<file path="src/rtl/fpga.sv">
// -----------------------------------------------------------------------------
// fpga : shared-bus serializer for 16 nodes
//
// Each node offers a 64-bit payload, a 4-bit receiver address and a 4-bit CRC.
// A fixed-priority arbiter chooses one requesting node per frame. Node 1
// (mod[0]) has the highest priority. The chosen node's 80-bit frame is then
// shifted out on bus_show, MSB first, one bit per clock.
//
// Frame layout, bit 79 first:
//   [79]    start bit (1)
//   [78:75] sender address (node index, node1 = 0)
//   [74:71] receiver address
//   [70:7]  payload
//   [6:3]   CRC, passed through unchanged
//   [2:0]   stop bits (000)
//
// Ports:
//   clock                          system clock, rising edge
//   reset                          asynchronous, active-high reset
//   CRC1..CRC16          [3:0]     CRC field of node n
//   Data1..Data16        [63:0]    payload of node n
//   receiverAddr1..16    [3:0]     destination address of node n
//   mod                  [15:0]    request vector, bit n-1 = node n requests
//   bus_show                       registered serial bus line
// -----------------------------------------------------------------------------
module fpga #(
    parameter int NODES      = 16,
    parameter int FRAME_BITS = 80,
    parameter int DATA_W     = 64
) (
    input  logic              clock,
    input  logic              reset,
    input  logic [3:0]        CRC1,
    input  logic [3:0]        CRC2,
    input  logic [3:0]        CRC3,
    input  logic [3:0]        CRC4,
    input  logic [3:0]        CRC5,
    input  logic [3:0]        CRC6,
    input  logic [3:0]        CRC7,
    input  logic [3:0]        CRC8,
    input  logic [3:0]        CRC9,
    input  logic [3:0]        CRC10,
    input  logic [3:0]        CRC11,
    input  logic [3:0]        CRC12,
    input  logic [3:0]        CRC13,
    input  logic [3:0]        CRC14,
    input  logic [3:0]        CRC15,
    input  logic [3:0]        CRC16,
    input  logic [DATA_W-1:0] Data1,
    input  logic [DATA_W-1:0] Data2,
    input  logic [DATA_W-1:0] Data3,
    input  logic [DATA_W-1:0] Data4,
    input  logic [DATA_W-1:0] Data5,
    input  logic [DATA_W-1:0] Data6,
    input  logic [DATA_W-1:0] Data7,
    input  logic [DATA_W-1:0] Data8,
    input  logic [DATA_W-1:0] Data9,
    input  logic [DATA_W-1:0] Data10,
    input  logic [DATA_W-1:0] Data11,
    input  logic [DATA_W-1:0] Data12,
    input  logic [DATA_W-1:0] Data13,
    input  logic [DATA_W-1:0] Data14,
    input  logic [DATA_W-1:0] Data15,
    input  logic [DATA_W-1:0] Data16,
    input  logic [3:0]        receiverAddr1,
    input  logic [3:0]        receiverAddr2,
    input  logic [3:0]        receiverAddr3,
    input  logic [3:0]        receiverAddr4,
    input  logic [3:0]        receiverAddr5,
    input  logic [3:0]        receiverAddr6,
    input  logic [3:0]        receiverAddr7,
    input  logic [3:0]        receiverAddr8,
    input  logic [3:0]        receiverAddr9,
    input  logic [3:0]        receiverAddr10,
    input  logic [3:0]        receiverAddr11,
    input  logic [3:0]        receiverAddr12,
    input  logic [3:0]        receiverAddr13,
    input  logic [3:0]        receiverAddr14,
    input  logic [3:0]        receiverAddr15,
    input  logic [3:0]        receiverAddr16,
    input  logic [15:0]       mod,
    output logic              bus_show
);

    localparam logic [0:0] ST_IDLE = 1'b0;
    localparam logic [0:0] ST_TX   = 1'b1;

    // Node inputs gathered into arrays so the granted node can be indexed.
    logic [DATA_W-1:0] data_arr [NODES];
    logic [3:0]        crc_arr  [NODES];
    logic [3:0]        addr_arr [NODES];

    assign data_arr[0]  = Data1;   assign crc_arr[0]  = CRC1;   assign addr_arr[0]  = receiverAddr1;
    assign data_arr[1]  = Data2;   assign crc_arr[1]  = CRC2;   assign addr_arr[1]  = receiverAddr2;
    assign data_arr[2]  = Data3;   assign crc_arr[2]  = CRC3;   assign addr_arr[2]  = receiverAddr3;
    assign data_arr[3]  = Data4;   assign crc_arr[3]  = CRC4;   assign addr_arr[3]  = receiverAddr4;
    assign data_arr[4]  = Data5;   assign crc_arr[4]  = CRC5;   assign addr_arr[4]  = receiverAddr5;
    assign data_arr[5]  = Data6;   assign crc_arr[5]  = CRC6;   assign addr_arr[5]  = receiverAddr6;
    assign data_arr[6]  = Data7;   assign crc_arr[6]  = CRC7;   assign addr_arr[6]  = receiverAddr7;
    assign data_arr[7]  = Data8;   assign crc_arr[7]  = CRC8;   assign addr_arr[7]  = receiverAddr8;
    assign data_arr[8]  = Data9;   assign crc_arr[8]  = CRC9;   assign addr_arr[8]  = receiverAddr9;
    assign data_arr[9]  = Data10;  assign crc_arr[9]  = CRC10;  assign addr_arr[9]  = receiverAddr10;
    assign data_arr[10] = Data11;  assign crc_arr[10] = CRC11;  assign addr_arr[10] = receiverAddr11;
    assign data_arr[11] = Data12;  assign crc_arr[11] = CRC12;  assign addr_arr[11] = receiverAddr12;
    assign data_arr[12] = Data13;  assign crc_arr[12] = CRC13;  assign addr_arr[12] = receiverAddr13;
    assign data_arr[13] = Data14;  assign crc_arr[13] = CRC14;  assign addr_arr[13] = receiverAddr14;
    assign data_arr[14] = Data15;  assign crc_arr[14] = CRC15;  assign addr_arr[14] = receiverAddr15;
    assign data_arr[15] = Data16;  assign crc_arr[15] = CRC16;  assign addr_arr[15] = receiverAddr16;

    logic [0:0]            state_q, state_d;
    logic [6:0]            cnt_q,   cnt_d;
    logic [FRAME_BITS-1:0] shift_q, shift_d;
    logic                  bus_q,   bus_d;

    // Fixed priority: scan from the highest index down so that the lowest
    // set request bit is the one left in grant_idx.
    logic [3:0] grant_idx;
    always_comb begin
        grant_idx = '0;
        for (int n = NODES - 1; n >= 0; n--) begin
            if (mod[n]) begin
                grant_idx = 4'(n);
            end
        end
    end

    // Frame of the granted node; only consumed on the load edge.
    logic [FRAME_BITS-1:0] frame;
    assign frame = {1'b1, grant_idx, addr_arr[grant_idx], data_arr[grant_idx],
                    crc_arr[grant_idx], 3'b000};

    always_comb begin
        state_d = state_q;
        cnt_d   = cnt_q;
        shift_d = shift_q;
        bus_d   = bus_q;
        unique case (state_q)
            ST_IDLE: begin
                bus_d = 1'b0;
                if (mod != '0) begin
                    // Load edge: the frame MSB goes straight onto the line,
                    // so the counter already accounts for one bit sent.
                    shift_d = frame;
                    bus_d   = frame[FRAME_BITS-1];
                    cnt_d   = 7'd1;
                    state_d = ST_TX;
                end
            end
            ST_TX: begin
                if (cnt_q == 7'(FRAME_BITS)) begin
                    // Last bit has had its full cycle; this edge is the
                    // mandatory idle gap before the next arbitration.
                    state_d = ST_IDLE;
                    bus_d   = 1'b0;
                    cnt_d   = 7'd0;
                    shift_d = '0;
                end else begin
                    shift_d = shift_q << 1;
                    bus_d   = shift_q[FRAME_BITS-2];
                    cnt_d   = cnt_q + 7'd1;
                end
            end
            default: begin
                state_d = ST_IDLE;
                bus_d   = 1'b0;
                cnt_d   = 7'd0;
                shift_d = '0;
            end
        endcase
    end

    always_ff @(posedge clock or posedge reset) begin
        if (reset) begin
            state_q <= ST_IDLE;
            cnt_q   <= 7'd0;
            shift_q <= '0;
            bus_q   <= 1'b0;
        end else begin
            state_q <= state_d;
            cnt_q   <= cnt_d;
            shift_q <= shift_d;
            bus_q   <= bus_d;
        end
    end

    assign bus_show = bus_q;

endmodule

</file>
<file path="config.mk">
export PLATFORM = sky130hd
export DESIGN_NAME = fpga
export DESIGN_NICKNAME = d
export VERILOG_FILES = /design/src/rtl/fpga.sv
export SDC_FILE = /design/constraint.sdc
export NUM_CORES = 1
export LEC_CHECK = 0
export CELL_PAD_IN_SITES_DETAIL_PLACEMENT = 1
export CELL_PAD_IN_SITES_GLOBAL_PLACEMENT = 2
export CORE_AREA = 2 2 461 463
export DETAILED_ROUTE_END_ITERATION = 16
export DIE_AREA = 0 0 463 465
export HOLD_SLACK_MARGIN = 0.15
export MAX_ROUTING_LAYER = met4
export PLACE_DENSITY = 0.5
export SYNTH_ARGS = -nofsm -noshare
export SYNTH_HDL_FRONTEND = slang
export SYNTH_SLANG_ARGS = --single-unit
</file>
<file path="constraint.sdc">
create_clock -name clock -period 4.1 [get_ports clock]
set_clock_uncertainty 0.05 [all_clocks]
set_input_delay 0.41 -clock clock [delete_from_list [all_inputs] [get_ports clock]]
set_output_delay 0.41 -clock clock [all_outputs]
set_load 0.05 [all_outputs]
</file>
### Word level (Yosys, flattened, before mapping)

Cells that the tools add are included.

* $lt $le $gt $ge: 1
* $add $sub $neg: 1
* equality and inequality tests: 2
* muxes and demuxes: 36
* reductions and logical operators: 1
* bitwise gates (word level): 2

Operator list (count)
* binary-select mux 64 bit (select 4 bit): 1
* two-way mux 79 bit: 2
* one-hot mux 79 bit (2 select lines): 1
* two-way mux 64 bit: 2
* two-way mux 4 bit: 20
* binary-select mux 4 bit (select 4 bit): 2
* nonzero test 16 bit: 1
* two-way mux 7 bit: 2
* one-hot mux 7 bit (2 select lines): 1
* adder 7 x 1 -> 7 bit, second input constant: 1
* == test 7 bit, second input constant: 1
* greater-or-equal comparator 5 bit, second input constant: 1
* NOT 4 -> 5 bit: 1
* one-hot mux 1 bit (2 select lines): 2
* two-way mux 1 bit: 3
* inequality test 2 bit, second input constant: 1
* NOT 1 bit: 1

* flip-flop bits (word level): 88

### Depth between registers and ports, before layout

Gate-level depths: netlist of the first run.

* depth after elaboration: 22
* mapped depth: 11
* gate-level depth less buffers: 8

### Worst setup path after synthesis of the first run

Ideal clock, no wire load.

* kind: input to register
* start: in mod[15]
* end: reg shift_q[4]
* slack: 1481 ps
* arrival: 2438 ps
* library setup time: 131 ps
* stages: 9
* data required time: 3919 ps
* path through: nor2b_1 -> o21a_1 -> o211a_1 -> buf_6 -> nor2_4 -> buf_2 -> mux4_1 -> a221oi_2 -> o31ai_1

* word-level cells in the longest chain between the ends: 22
* elaborated cells between the ends (all ways): 24

Ends and longest elaborated chain
* from (decl): line 81 `input logic [15:0] mod,`
* two-way mux 4 bit (16 in a row): line 121 `if (mod[n]) begin`
* NOT 4 -> 5 bit (implied by the code): line 130 `crc_arr[grant_idx], 3'b000};`
* binary-select mux 4 bit (select 4 bit): line 130
* two-way mux 4 bit (implied by the code) (2 in a row): line 130
* two-way mux 79 bit: line 140 `if (mod != '0) begin`
* one-hot mux 79 bit (2 select lines): line 137 `unique case (state_q)`
* to (signal assigned): line 181 `shift_q <= shift_d;`
* to (decl): line 112 `logic [FRAME_BITS-1:0] shift_q, shift_d;`

Parallel ways exist; a longest one is shown, timed or not. The select of a mux whose other input is x is not followed.
A chain may end at the register's enable or synchronous reset.

### Final worst setup path of the first run

* start: in mod[0]
* end: reg shift_q[73]

* word-level cells in the longest chain between the ends: 7
* elaborated cells between the ends (all ways): 9

Ends and longest elaborated chain
* two-way mux 4 bit: line 121
* NOT 4 -> 5 bit (implied by the code): line 129 `assign frame = {1'b1, grant_idx, addr_arr[grant_idx], data_arr[grant_idx],`
* binary-select mux 4 bit (select 4 bit): line 129
* two-way mux 4 bit (implied by the code) (2 in a row): line 129
* two-way mux 79 bit: line 140
* one-hot mux 79 bit (2 select lines): line 137

Parallel ways exist; a longest one is shown, timed or not. The select of a mux whose other input is x is not followed.

==> out/results.ini, run 1 <==
[status]
status = finished clean

[route]
wl_um = 167000
wl_per_cell_um = 28.3
vias_per_cell = 3.51
drc = 0
firstDrtPassIters = 5
dr_total_vias = 20700
drtAntennaViolNets = 0
first_iter_violations = 1038

[final_layout]
stdcell_count = 5898
area_delta_synth_final_pct = 117
fillers = 25100
nNetsFinal = 4210
drive_gt1_share_pct = 9.53

[power_and_ir_drop]
finalPower_mw = 4.88
ir_worst_vdd_mv = 0.248
switching_share_pct = 39.5
p_comb_share_pct = 58.3
seq_power_share_pct = 19.2
powerDensity_nw_per_um2 = 163
p_sw_mw = 1.93
p_leak_nw = 10.6
p_int_mw = 2.96
p_clk_share_pct = 22.5

[timing]
hold_viol = 0
hold_ws_ns = 0.313
worst_slack_ns = 0.612
tns_ns = 0
tightestPinTransition_ns = 0.742
fin_crit_ns = 3.49
finalSetupViolCount = 0
slew_violations = 0
maxSlewHeadroom_pct = 49.8
fin_crit_sh_pct = 85.1
clock.fmax_mhz = 287
grt_setup_unrepaired = no

[placement]
port_buffers = 1170
dp.cells = 5848
gp_congestion = 0.883
dp_hpwl_um = 143000
place_ws_ns = 0.122

[floorplanning]
start_util_pct = 6.57
die_x_um = 463
ios = 1171
rows = 169
die-area_um2 = 215000
die_y_um = 465
coreArea_um2 = 211000

[grt]
grt_overflow = 0
grt_pass1_vias = 22200
antenna_found_initial = 88
grt_usage_pct = 15.4
grt_pass1_wl_um = 216000
grt_max_degree = 69

[clocking]
tritoncts.num_buffers = 9
tritoncts = done
clock_sinks = 85
clk_pin_slew_ns = 0.12
cts_hold_buf = 0
insertion_delay_ns = 0.45
post_cts_buffers = 0
cts_resized = 0
ctsHtreeMaxLevel = 3
clock_path_buffers = 2
root_buffer = clkbuf_16

[synth]
syn_avg_cell_area_um2 = 7.29
yosysSeqAreaShare_pct = 15.4
synth_area_um2 = 13800
synthTopCellsByArea = dfrtp_1 (15%), nand2_1 (15%), mux2i_1 (12%), nand3_1 (10%), a221oi_2 (7.0%)
synth-seq-cells = 85
ys_async_sr_fraction_pct = 100
syn_nets = 3072
netlist-cell-type-count = 55
yosysMostFrequentCell = nand2_1
synthTopCellsByCount = nand2_1 (563), nand3_1 (287), mux2i_1 (166)
yosys_warnings = 0
yosys.area.top_type_share_pct = 15.4
synth_edf_count = 0
syn_inst = 1900
synth_top_cell_by_area = dfrtp_1
synth_flop_cell = dfrtp_1

[setup_path]
rrSetupSlack_ns = 1.33
arrival_ns = 3.76
crit_path_start = mod[0]
startpoint_type = input port
timing.rr.start = cnt_q[0]
reg2reg_depth = 8
worstSetupPathType = input port to register
cp-end-kind = register
reg2reg_to = shift_q[73]
critPathMaxFanout = 29
endpoint = shift_q[73]
critPathRequiredTime_ns = 4.37

[flow_run]
drv_cap = 0

[min_path]
min_path_type = input port to asynchronous set/reset pin

## registers in the layout, indices dropped and copies added, names as in the netlist
register,cells
shift_q,76
cnt_q,7
bus_show,1
state_q,1
## cells by family (layout without fill, tap and decap cells)
logic type                 Yosys count  count (layout)  synth area share, %
and+or+nand+nor                    901             901                 27.9
adders and majority gates            2               2                0.181
AOI/OAI and AO/OA                  477             477                 24.7
muxes                              236             236                 24.2
buffers and inverters              199            1342                 7.65
DFF                                 85              85                 15.4
other                                0              34                    0
## worst max-delay path: stages
cell             delay, ns
clkdlybuf4s50_1       0.59
nor4_2                0.58
a22o_4                0.24
a31o_4                0.17
buf_12                0.20
buf_12                0.23
mux2i_1               0.23
buf_4                 0.12
o22ai_1               0.11
a221oi_2              0.47
buf_4                 0.25
o31ai_1               0.07
## layer usage
metal | vias up | GRT usage [%] | part of all wire [%]
met5 | - | - | 0
met4 | 0 | 2.10 | 1.3
met3 | 126 | 3.49 | 6.3
met2 | 1029 | 25.8 | 48
met1 | 10200 | 19.1 | 44
li1 | 9396 | - | -
## cell usage in the layout (no fill, tap or decap), types with 9 or more instances in the layout
master	instances
o21ai_0	88
mux2i_1	166
nor2_1	18
mux4_1	30
buf_4	114
diode_2	34
mux4_2	40
dfrtp_1	85
nand3_1	286
inv_1	9
nand2_1	563
clkdlybuf4s50_1	1170
a221oi_2	65
o22ai_1	70
a21oi_1	148
buf_12	32
clkbuf_16	9
o31ai_1	68
## through the flow
| stage | util (%) | area, um^2 |
|---|---|---|
| 2_1_floorplan | - | 13800 |
| 3_3_place_gp | 14.1 | 29600 |
| 3_5_place_dp | 14.1 | 29600 |
| 4_1_cts | 14.2 | 30000 |
| 5_1_grt | 14.2 | 30000 |
| 6_report | 14.2 | 30000 |
## power groups by stage
stage	Sequential, mW	Clock, mW	Combinational, mW
after floorplan	0.925	0	1.01
after global placement	0.953	0	2.90
after detailed placement	0.952	0	2.91
after CTS	0.936	1.20	2.92
after global routing	0.941	1.19	3.06
final	0.936	1.10	2.85
## worst min-delay path by stage
stage	from	depth (start not counted)	end	slack [ns]
CTS	reset	2	shift_q[15]	0.33
finish	reset	2	shift_q[15]	0.31
detailed placement	shift_q[77]	2	shift_q[78]	0.42
global placement	shift_q[77]	2	shift_q[78]	0.42
floorplan	shift_q[77]	2	shift_q[78]	0.40
global route	reset	2	shift_q[15]	0.34
## cell type report
cell class              instances  area [um^2]  area share (%)
clock inverters                 7         78.8           0.262
repair buffers               1316        13200            44.0
clock buffers                   9          225           0.750
well taps                    2821         3530            11.8
flip-flops and latches         85         2130            7.08
inverters                      10         42.5           0.142
multi-input cells            1616        10700            35.8
diodes                         34         85.1           0.283
Note: power is estimated with default switching activity, not from simulation.
==> run 2: changes to the inputs <==
Settings changed: PLACE_DENSITY 0.5 to 0.4.
==> run 2 against run 1 <==
Effect of this change: count of clock-buffer cells in the layout unchanged; first-iteration DRC count up 1.4%; design area about the same; non-clock buffer count down 1; die area stayed put; flip-flop and latch count is the same; cell count about the same.
==> out/results.ini, run 2 (synthesized netlist as in run 1, its figures left out) <==
[setup_path]
rrSetupSlack_ns = 1.30
worstSetupPathType = input port to register
reg2reg_to = shift_q[50]
reg2reg_depth = 9
arrival_ns = 3.95
critPathMaxFanout = 28
timing.rr.start = cnt_q[0]
cp_slowest_cell = mux2i_1
critPathRequiredTime_ns = 4.38
cp-end-kind = register
slowest_delay_ns = 0.68
crit_chain = clkdlybuf4s50_1, nor4_2, buf_4, a22o_4, a31o_4, buf_12, buf_12, mux2i_1, o22ai_1, buf_4, a221oi_2, o31ai_1
startpoint_type = input port

[floorplanning]
rows = 169
die_x_um = 463
die-area_um2 = 215000
die_y_um = 465
ios = 1171
coreArea_um2 = 211000
start_util_pct = 6.57

[clocking]
cts_hold_buf = 0
clk_pin_slew_ns = 0.09
clock_path_buffers = 2
tritoncts = done
root_buffer = clkbuf_16
ctsHtreeMaxLevel = 3
cts_resized = 0
clock_sinks = 85
post_cts_buffers = 0
tritoncts.num_buffers = 9
insertion_delay_ns = 0.45

[final_layout]
stdcell_count = 5902
area_delta_synth_final_pct = 117
largest_reg_flops = 76
drive_gt1_share_pct = 9.50
final_common_cell = clkdlybuf4s50_1
fillers = 25100
final_cell_mix = clkdlybuf4s50_1 (1170), nand2_1 (563), nand3_1 (286), mux2i_1 (166), a21oi_1 (148)
final_area_um2 = 30000
seq_area_um2 = 2130
fin_util_pct = 14.2
reg.largest.list = shift_q (76), cnt_q (7)
regMostFlops = shift_q
multiInputGateArea_um2 = 10800
nNetsFinal = 4209

[timing]
hold_ws_ns = 0.377
fin_crit_ns = 3.67
finalSetupViolCount = 0
tightestPinTransition_ns = 0.953
slew_violations = 0
maxSlewHeadroom_pct = 34.6
grt_setup_unrepaired = no
hold_viol = 0
clock.fmax_mhz = 272
tns_ns = 0
fin_crit_sh_pct = 89.6
worst_slack_ns = 0.428

[min_path]
min_path_type = input port to asynchronous set/reset pin

[route]
firstDrtPassIters = 5
dr_total_vias = 20400
wl_um = 173000
vias_per_cell = 3.46
drc = 0
wl_per_cell_um = 29.2
drtAntennaViolNets = 0
first_iter_violations = 1053

[grt]
busiest_layer = met2
grt_pass1_vias = 22400
met1_usage_pct = 19.4
gr-usage-met2_pct = 27.3
grt_max_degree = 94
met3_usage_pct = 3.83
grt_pass1_wl_um = 224000
grt_usage_pct = 16.0
antenna_found_initial = 123
grt_overflow = 0

[placement]
gp_congestion = 0.839
dpl_cell_area_um2 = 29600
dp.cells = 5847
dp_hpwl_um = 149000
port_buffers = 1170
place_ws_ns = -0.418

[power_and_ir_drop]
finalPower_mw = 4.98
p_clk_share_pct = 23.2
p_comb_share_pct = 58.2
p_sw_mw = 1.97
p_leak_nw = 10.6
p_int_mw = 3.01
seq_power_share_pct = 18.7
ir_worst_vdd_mv = 0.259
powerDensity_nw_per_um2 = 166
switching_share_pct = 39.6

[flow_run]
drv_cap = 0

[status]
status = finished clean

run 2: cell type report:
| type | count | share of cell area, % |
|---|---|---|
| sequential | 85 | 7.08 |
| timing repair buffer | 1315 | 43.8 |
| multi-input combinational | 1616 | 35.8 |
| antenna | 39 | 0.325 |
| inverter | 10 | 0.142 |
| tap | 2821 | 11.8 |
| clock buffer | 9 | 0.750 |
| clock inverter | 7 | 0.350 |
run 2: how the worst max path moves through the flow:
stage | from | endpoint
2_1_floorplan | reset | bus_show
3_3_place_gp | mod[0] | shift_q[5]
3_5_place_dp | mod[0] | shift_q[5]
4_1_cts | mod[0] | shift_q[5]
5_1_grt | mod[0] | shift_q[5]
6_report | mod[0] | shift_q[5]
run 2: worst max-delay path, delay by kind of cell:
family          cells  cell delay (ns)
mux                 1             0.68
simple gates        1             0.35
compound gates      5             0.86
buf+inv             5             1.56
run 2: power by group through the flow:
stage | logic, mW | registers, mW | clock network (mW)
6_report | 2.90 | 0.930 | 1.16
5_1_grt | 3.12 | 0.939 | 1.25
3_5_place_dp | 2.97 | 0.951 | 0
2_1_floorplan | 1.01 | 0.925 | 0
3_3_place_gp | 2.98 | 0.952 | 0
4_1_cts | 2.98 | 0.935 | 1.25
run 2: layer usage:
layer  vias up  share of wire (%)  wire, um
met1      9927                 44     76100
met4         0                1.1      1890
li1       9389                  -         -
met5         -                  0         0
met2       960                 49     84600
met3       154                5.8      9980
==> run 3: changes to the inputs <==
Settings changed: MAX_ROUTING_LAYER met4 to default.
==> run 3 against run 2 <==
Effect of this change: critical path depth unchanged; non-clock buffer count unchanged; first-iteration DRC count down 1.7%; register-to-register slack about the same; critical path type unchanged; largest power group unchanged.
==> out/results.ini, run 3 (synthesized netlist as in run 1, its figures left out) <==
[placement]
place_ws_ns = -0.418
port_buffers = 1170
dpl_cell_area_um2 = 29600
gp_congestion = 0.827
dp.cells = 5847
dp_hpwl_um = 149000

[route]
drc = 0
dr_total_vias = 20400
vias_per_cell = 3.47
drtAntennaViolNets = 0
wl_per_cell_um = 29.3
firstDrtPassIters = 4
wl_um = 173000
first_iter_violations = 1035

[power_and_ir_drop]
seq_power_share_pct = 18.7
p_clk_share_pct = 23.1
switching_share_pct = 39.6
powerDensity_nw_per_um2 = 166
finalPower_mw = 4.98
ir_worst_vdd_mv = 0.258
p_int_mw = 3.01
p_leak_nw = 10.6
p_comb_share_pct = 58.2
p_sw_mw = 1.97

[final_layout]
final_cell_mix = clkdlybuf4s50_1 (1170), nand2_1 (563), nand3_1 (286), mux2i_1 (166), a21oi_1 (148)
nNetsFinal = 4209
final_area_um2 = 30000
area_delta_synth_final_pct = 117
drive_gt1_share_pct = 9.50
regMostFlops = shift_q
stdcell_count = 5886
fillers = 25100
fin_util_pct = 14.2
largest_reg_flops = 76
final_common_cell = clkdlybuf4s50_1
reg.largest.list = shift_q (76), cnt_q (7)

[clocking]
tritoncts = done
ctsHtreeMaxLevel = 3
insertion_delay_ns = 0.45
post_cts_buffers = 0
clock_sinks = 85
root_buffer = clkbuf_16
cts_resized = 0
clock_path_buffers = 2
cts_hold_buf = 0
tritoncts.num_buffers = 9
clk_pin_slew_ns = 0.09

[timing]
grt_setup_unrepaired = no
maxSlewHeadroom_pct = 35.2
clock.fmax_mhz = 273
tns_ns = 0
worst_slack_ns = 0.434
slew_violations = 0
hold_ws_ns = 0.372
fin_crit_sh_pct = 89.4
hold_viol = 0
tightestPinTransition_ns = 0.945
fin_crit_ns = 3.67
finalSetupViolCount = 0

[floorplanning]
rows = 169
coreArea_um2 = 211000
die-area_um2 = 215000
ios = 1171
die_x_um = 463
start_util_pct = 6.57
die_y_um = 465

[flow_run]
drv_cap = 0

[setup_path]
critPathRequiredTime_ns = 4.38
startpoint_type = input port
worstSetupPathType = input port to register
critPathMaxFanout = 28
arrival_ns = 3.95
cp-end-kind = register

[min_path]
min_path_type = input port to asynchronous set/reset pin

[grt]
grt_overflow = 0
antenna_found_initial = 122
grt_max_degree = 94
grt_pass1_wl_um = 223000
grt_usage_pct = 15.5
grt_pass1_vias = 22400

[status]
status = finished clean

## run 3: cell types whose count changed in the layout (fill, tap and decap cells not counted), sizes merged
cell and delta:
diode -16
## run 3: path summary, 6_finish.rpt
path                           from  cells after the start           to  slack, ns
setup reg to reg           cnt_q[0]                      9  shift_q[50]       1.29
hold reg to reg            cnt_q[6]                      1     cnt_q[6]       0.45
hold / removal                reset                      2  shift_q[15]       0.37
min in group clock         cnt_q[6]                      1     cnt_q[6]       0.45
max in group asynchronous     reset                      2  shift_q[44]       2.84
setup / recovery             mod[0]                     12   shift_q[5]       0.43
## run 3: layout make-up
class	count	area [um^2]	area share [%]
repair buffers	1315	13200	43.9
multi-input cells	1616	10800	35.8
well taps	2821	3530	11.8
flip-flops and latches	85	2130	7.09
clock buffers	9	225	0.751
clock inverters	7	105	0.350
diodes	23	57.6	0.192
inverters	10	42.5	0.142
## run 3: metal layers
layer	global-route usage, %	vias to the layer above	share of wire [%]
met5	0	-	0.24
li1	-	9359	-
met3	5.24	216	7.9
met2	26.2	962	48
met4	4.42	62	1.8
met1	18.6	9805	42
## run 3: power by group through the flow
stage | clock [mW] | sequential, mW | combinational [mW]
final | 1.15 | 0.930 | 2.90
after CTS | 1.25 | 0.935 | 2.98
after global placement | 0 | 0.952 | 2.98
after floorplan | 0 | 0.925 | 1.01
after detailed placement | 0 | 0.951 | 2.97
after global routing | 1.24 | 0.939 | 3.12
## run 3: worst max-delay path, stage by stage
cell and delay [ns]:
clkdlybuf4s50_1 0.60, nor4_2 0.35, buf_4 0.24, a22o_4 0.19, a31o_4 0.16, buf_12 0.24
buf_12 0.27, mux2i_1 0.67, o22ai_1 0.24, buf_4 0.21, a221oi_2 0.17, o31ai_1 0.10
==> RTL change 1: new RTL, flow settings as in run 3 <==
Take the reset off `shift_q` and load it in a clocked block of its own.
--- a/src/rtl/fpga.sv
+++ b/src/rtl/fpga.sv
@@ -173,14 +173,16 @@
         if (reset) begin
             state_q <= ST_IDLE;
             cnt_q   <= 7'd0;
-            shift_q <= '0;
             bus_q   <= 1'b0;
         end else begin
             state_q <= state_d;
             cnt_q   <= cnt_d;
-            shift_q <= shift_d;
             bus_q   <= bus_d;
         end
+    end
+
+    always_ff @(posedge clock) begin
+        shift_q <= shift_d;
     end
 
     assign bus_show = bus_q;
Formal check against the unedited RTL: same outputs for any inputs over 10 cycles, from zero or initial values and one cycle with reset high; that may be too few to reach the edited logic, so the function may still have changed.
==> RTL change 1 against run 3 <==
  * Sequential cell count is the same
  * Total power decreased by 3.4%
  * Sequential power up 9.7%
  * Design area shrank 1.7%
  * Worst setup slack worse by 0.32 ns
  * Via count grew 6.2%
  * Synthesized area shrank 5.2%
  * Sequential share of layout area rose by 1.4 points
  * Routed wire length up 0.52%
  * Utilization down 0.25 points
==> RTL change 1: results (changes against run 3) <==
Power and ir drop
  • Worst VDD drop: 0.266 mV (was 0.258 mV)
  • Total power: 4.81 mW (was 4.98 mW)
  • Sw frac: 0.396 (about the same)
  • Clk pwr: 1.07 mW (was 1.15 mW)
  • PD cells: 163 mW/mm^2 (was 166 mW/mm^2)
  • P_leak: 10.8 nW (was 10.6 nW)

Synth
  • Syn nets: 3298 (was 3072)
  • Post-synth top cells: nand2_1 (942), nand3_1 (192), a31oi_1 (170) (was nand2_1 (563), nand3_1 (287), mux2i_1 (166))
  • Sequential area share after synthesis: 0.191 (was 0.154)
  • Post-synth EDFFs: 76 (was 0)
  • Cells after Synth: 2126 (was 1900)
  • Ys async rst share: 0.106 (was 1.00)
  • Top_reg_cell synth: edfxtp_1 (was dfrtp_1)

Worst setup path
  • CP max FO: 43 (was 28)
  • CP top delay family: compound AO/OA/AOI/OAI gates (was buffers and inverters)
  • CP arrival: 4.08 ns (was 3.95 ns)
  • Max stage delay on crit path: 0.65 ns (was 0.67 ns)

Final layout
  • Share of layout cells above drive strength 1: 0.0586 (was 0.0950)
  • Nets: 4411 (was 4209)
  • Nonclk buf count: 1326 (was 1315)
  • #MultiIn Comb: 1808 (was 1616)
  • Multi-input logic area: 0.00966 mm^2 (was 0.0108 mm^2)
  • Inverters: 9 (was 10)
  • Fin cells: 6088 (was 5886)
  • NonClk Buf Share: 0.454 (was 0.439)
  • Seq area share: 0.0851 (was 0.0709)
  • Fill cell count: 25304 (was 25114)
  • Number of clock buffers in the layout: 10 (was 9)

Drt
  • Avg Vias per Cell: 3.56 (was 3.47)
  • DRT Pass-1 Iters: 5 (was 4)
  • DR iter-0 viols: 1209 (was 1035)

Placement
  • GPL Wtd Cong: 0.816 (was 0.827)
  • HPWL Detailed: 145 mm (was 149 mm)
  • Cells after DPL: 6049 (was 5847)
  • Setup WS pre-CTS: -0.389 ns (was -0.418 ns)
  • Placed cell areas: 0.0291 mm^2 (was 0.0296 mm^2)

GRT
  • All-Layer GR Usage: 0.155 (about the same)
  • Vias in the first global route: 23046 (was 22364)
  • First-pass GRT wire length: 225 mm (was 223 mm)
  • Initial antenna violation count: 113 (was 122)
  • Largest net degree at the start of global routing: 95 (was 94)

STA
  • Slew HR: 0.328 (was 0.352)

Run status
  • Status: complete, no violations (unchanged)
-- RTL change 1: changes by cell type after synthesis, moves of 65 or more --
cell	run 3	this run
nand2_1	563	942
nand3_1	287	192
a31oi_1	1	170
dfrtp_1	85	9
o22ai_1	70	1
a32oi_1	0	142
a221oi_2	65	0
a211oi_1	2	73
edfxtp_1	0	76
o21ai_0	88	16
and3_1	3	75
mux2i_1	166	75
o31ai_1	68	2
a21oi_1	149	1
-- RTL change 1: per-layer routing --
layer	wire length, um	GRT usage	vias up
met3	13100	0.0501	168
met2	81000	0.256	930
met1	76300	0.195	10472
li1	-	-	10008
met5	566	0	-
met4	2510	0.0308	92
-- RTL change 1: what timing repair did --
action | CTS | global route
gates resized for setup | 0 | 2
hold buffers | 0 | 0
endpoints found under the setup margin | 0 | 2
-- RTL change 1: kinds of logic after synthesis --
kind of cell / count (synthesis) / share of synthesized area
AOI/OAI and AO/OA: 486 / 0.277
adders and majority gates: 2 / 0.00191
buffers and inverters: 233 / 0.0787
DFF: 85 / 0.191
muxes: 75 / 0.0572
and+or+nand+nor: 1245 / 0.394
-- RTL change 1: final timing paths --
path                       slack, ns               endpoint  depth (start not counted)             startpoint
max                             0.11  shift_q[52]$_DFFE_PP_                         13                mod[10]
min                             0.20   cnt_q[1]$_DFFE_PP0P_                          2                  reset
max reg2reg                     1.36  shift_q[72]$_DFFE_PP_                          8   cnt_q[0]$_DFFE_PP0P_
min reg2reg                     0.44     bus_show$_DFF_PP0_                          2  shift_q[78]$_DFFE_PP_
max in group asynchronous       3.51   cnt_q[2]$_DFFE_PP0P_                          2                  reset
min in group clock              0.44     bus_show$_DFF_PP0_                          2  shift_q[78]$_DFFE_PP_
==> RTL change 2: new RTL, config.mk and constraints of run 3 <==
Made on the original files. One comparison of `cnt_q` changes from == to >=.
--- a/src/rtl/fpga.sv
+++ b/src/rtl/fpga.sv
@@ -147,7 +147,7 @@
                 end
             end
             ST_TX: begin
-                if (cnt_q == 7'(FRAME_BITS)) begin
+                if (cnt_q >= 7'(FRAME_BITS)) begin
                     // Last bit has had its full cycle; this edge is the
                     // mandatory idle gap before the next arbitration.
                     state_d = ST_IDLE;
Behaviour: no difference found for any inputs over 10 cycles, from zero or initial values and one cycle with reset high; that may be too few to reach the edited logic, so the function may still have changed.
==> RTL change 2 against run 3 <==
  * Combinational power increased by 44%
  * Synthesized area decreased by 1.1%
  * Sequential cell count unchanged
  * Fmax increased by 5.5%
  * Utilization decreased by 0.059 points
  * Cell count decreased by 0.90%
  * Worst setup slack improved by 0.19 ns
  * Largest cell class unchanged
  * Total power increased by 33%
  * Critical path type unchanged
  * Routed wire length decreased by 1.4%
  * Design area decreased by 0.42%
==> RTL change 2: results (changes against run 3) <==
Worst setup path
  • Critical R2R Launch: state_q$_DFF_PP0_ (was cnt_q[0]$_DFFE_PP0P_)
  • CP arrival: 3.72 ns (was 3.95 ns)
  • R2R setup slack: 1.31 ns (was 1.29 ns)
  • Setup crit start: mod[1] (was mod[0])
  • CP max FO: 37 (was 28)
  • Reg-to-Reg End: shift_q[52]$_DFFE_PP0P_ (was shift_q[50]$_DFFE_PP0P_)
  • Worst setup endpoint: shift_q[46]$_DFFE_PP0P_ (was shift_q[5]$_DFFE_PP0P_)
  • Max stage delay on crit path: 0.58 ns (was 0.67 ns)

STA
  • WHS: 0.436 ns (was 0.372 ns)
  • Fin worst setup slack: 0.626 ns (was 0.434 ns)
  • Worst-Margin Slew: 0.842 ns (was 0.945 ns)

GRT
  • All-Layer GR Usage: 0.152 (was 0.155)
  • First-pass GRT wire length: 222 mm (was 223 mm)
  • Initial antenna violation count: 93 (was 122)

Drt
  • DR iter-0 viols: 897 (was 1035)
  • DR vias: 20678 (was 20404)
  • Avg Vias per Cell: 3.55 (was 3.47)
  • Routed len/inst: 29.2 um (was 29.3 um)

Placement
  • Placed cell areas: 0.0295 mm^2 (was 0.0296 mm^2)
  • Setup WS pre-CTS: 0.157 ns (was -0.418 ns)

Synth
  • Post-synthesis compound-gate area fraction: 0.300 (was 0.247)
  • Sequential area share after synthesis: 0.155 (was 0.154)
  • Top post-synthesis cells by area: mux2i_1 (24%), dfrtp_1 (16%), o221ai_1 (9.1%) (was dfrtp_1 (15%), nand2_1 (15%), mux2i_1 (12%))
  • Mux contribution to synthesized area: 0.244 (was 0.242)
  • Cells after Synth: 1868 (was 1900)
  • Syn nets: 3040 (was 3072)

Run status
  • Status: complete, no violations (unchanged)

Power and ir drop
  • Internal power: 3.73 mW (was 3.01 mW)
  • Worst VDD drop: 0.208 mV (was 0.258 mV)
  • Comb. pwr: 4.18 mW (was 2.90 mW)

Final layout
  • Nets: 4170 (was 4209)
==> RTL change 2: cell types whose count changed after synthesis, sizes merged, moves of 36 or more <==
cell | run 3 | this run
nand3 | 287 | 209
mux2i | 166 | 323
mux4 | 70 | 0
nand2 | 565 | 301
o211a | 1 | 37
a31oi | 2 | 75
o31ai | 68 | 2
o221ai | 3 | 142
clkbuf | 75 | 111
o22ai | 70 | 0
nor2 | 21 | 83
==> RTL change 2: layer usage <==
metal	GRT usage	wire length, um	share of wire
met1	0.183	71700	0.42
met2	0.275	85300	0.50
met3	0.0434	11300	0.066
met4	0.0157	1600	0.0094
met5	0	227	0.0013
==> RTL change 2: layout make-up <==
class	count	area, um^2	share of cell area
clock buffer	9	225	0.00754
sequential	85	2130	0.0712
tap	2821	3530	0.118
timing repair buffer	1325	13300	0.445
clock inverter	7	104	0.00348
inverter	8	35.0	0.00117
multi-input combinational	1569	10500	0.353
antenna	9	22.5	0.000754
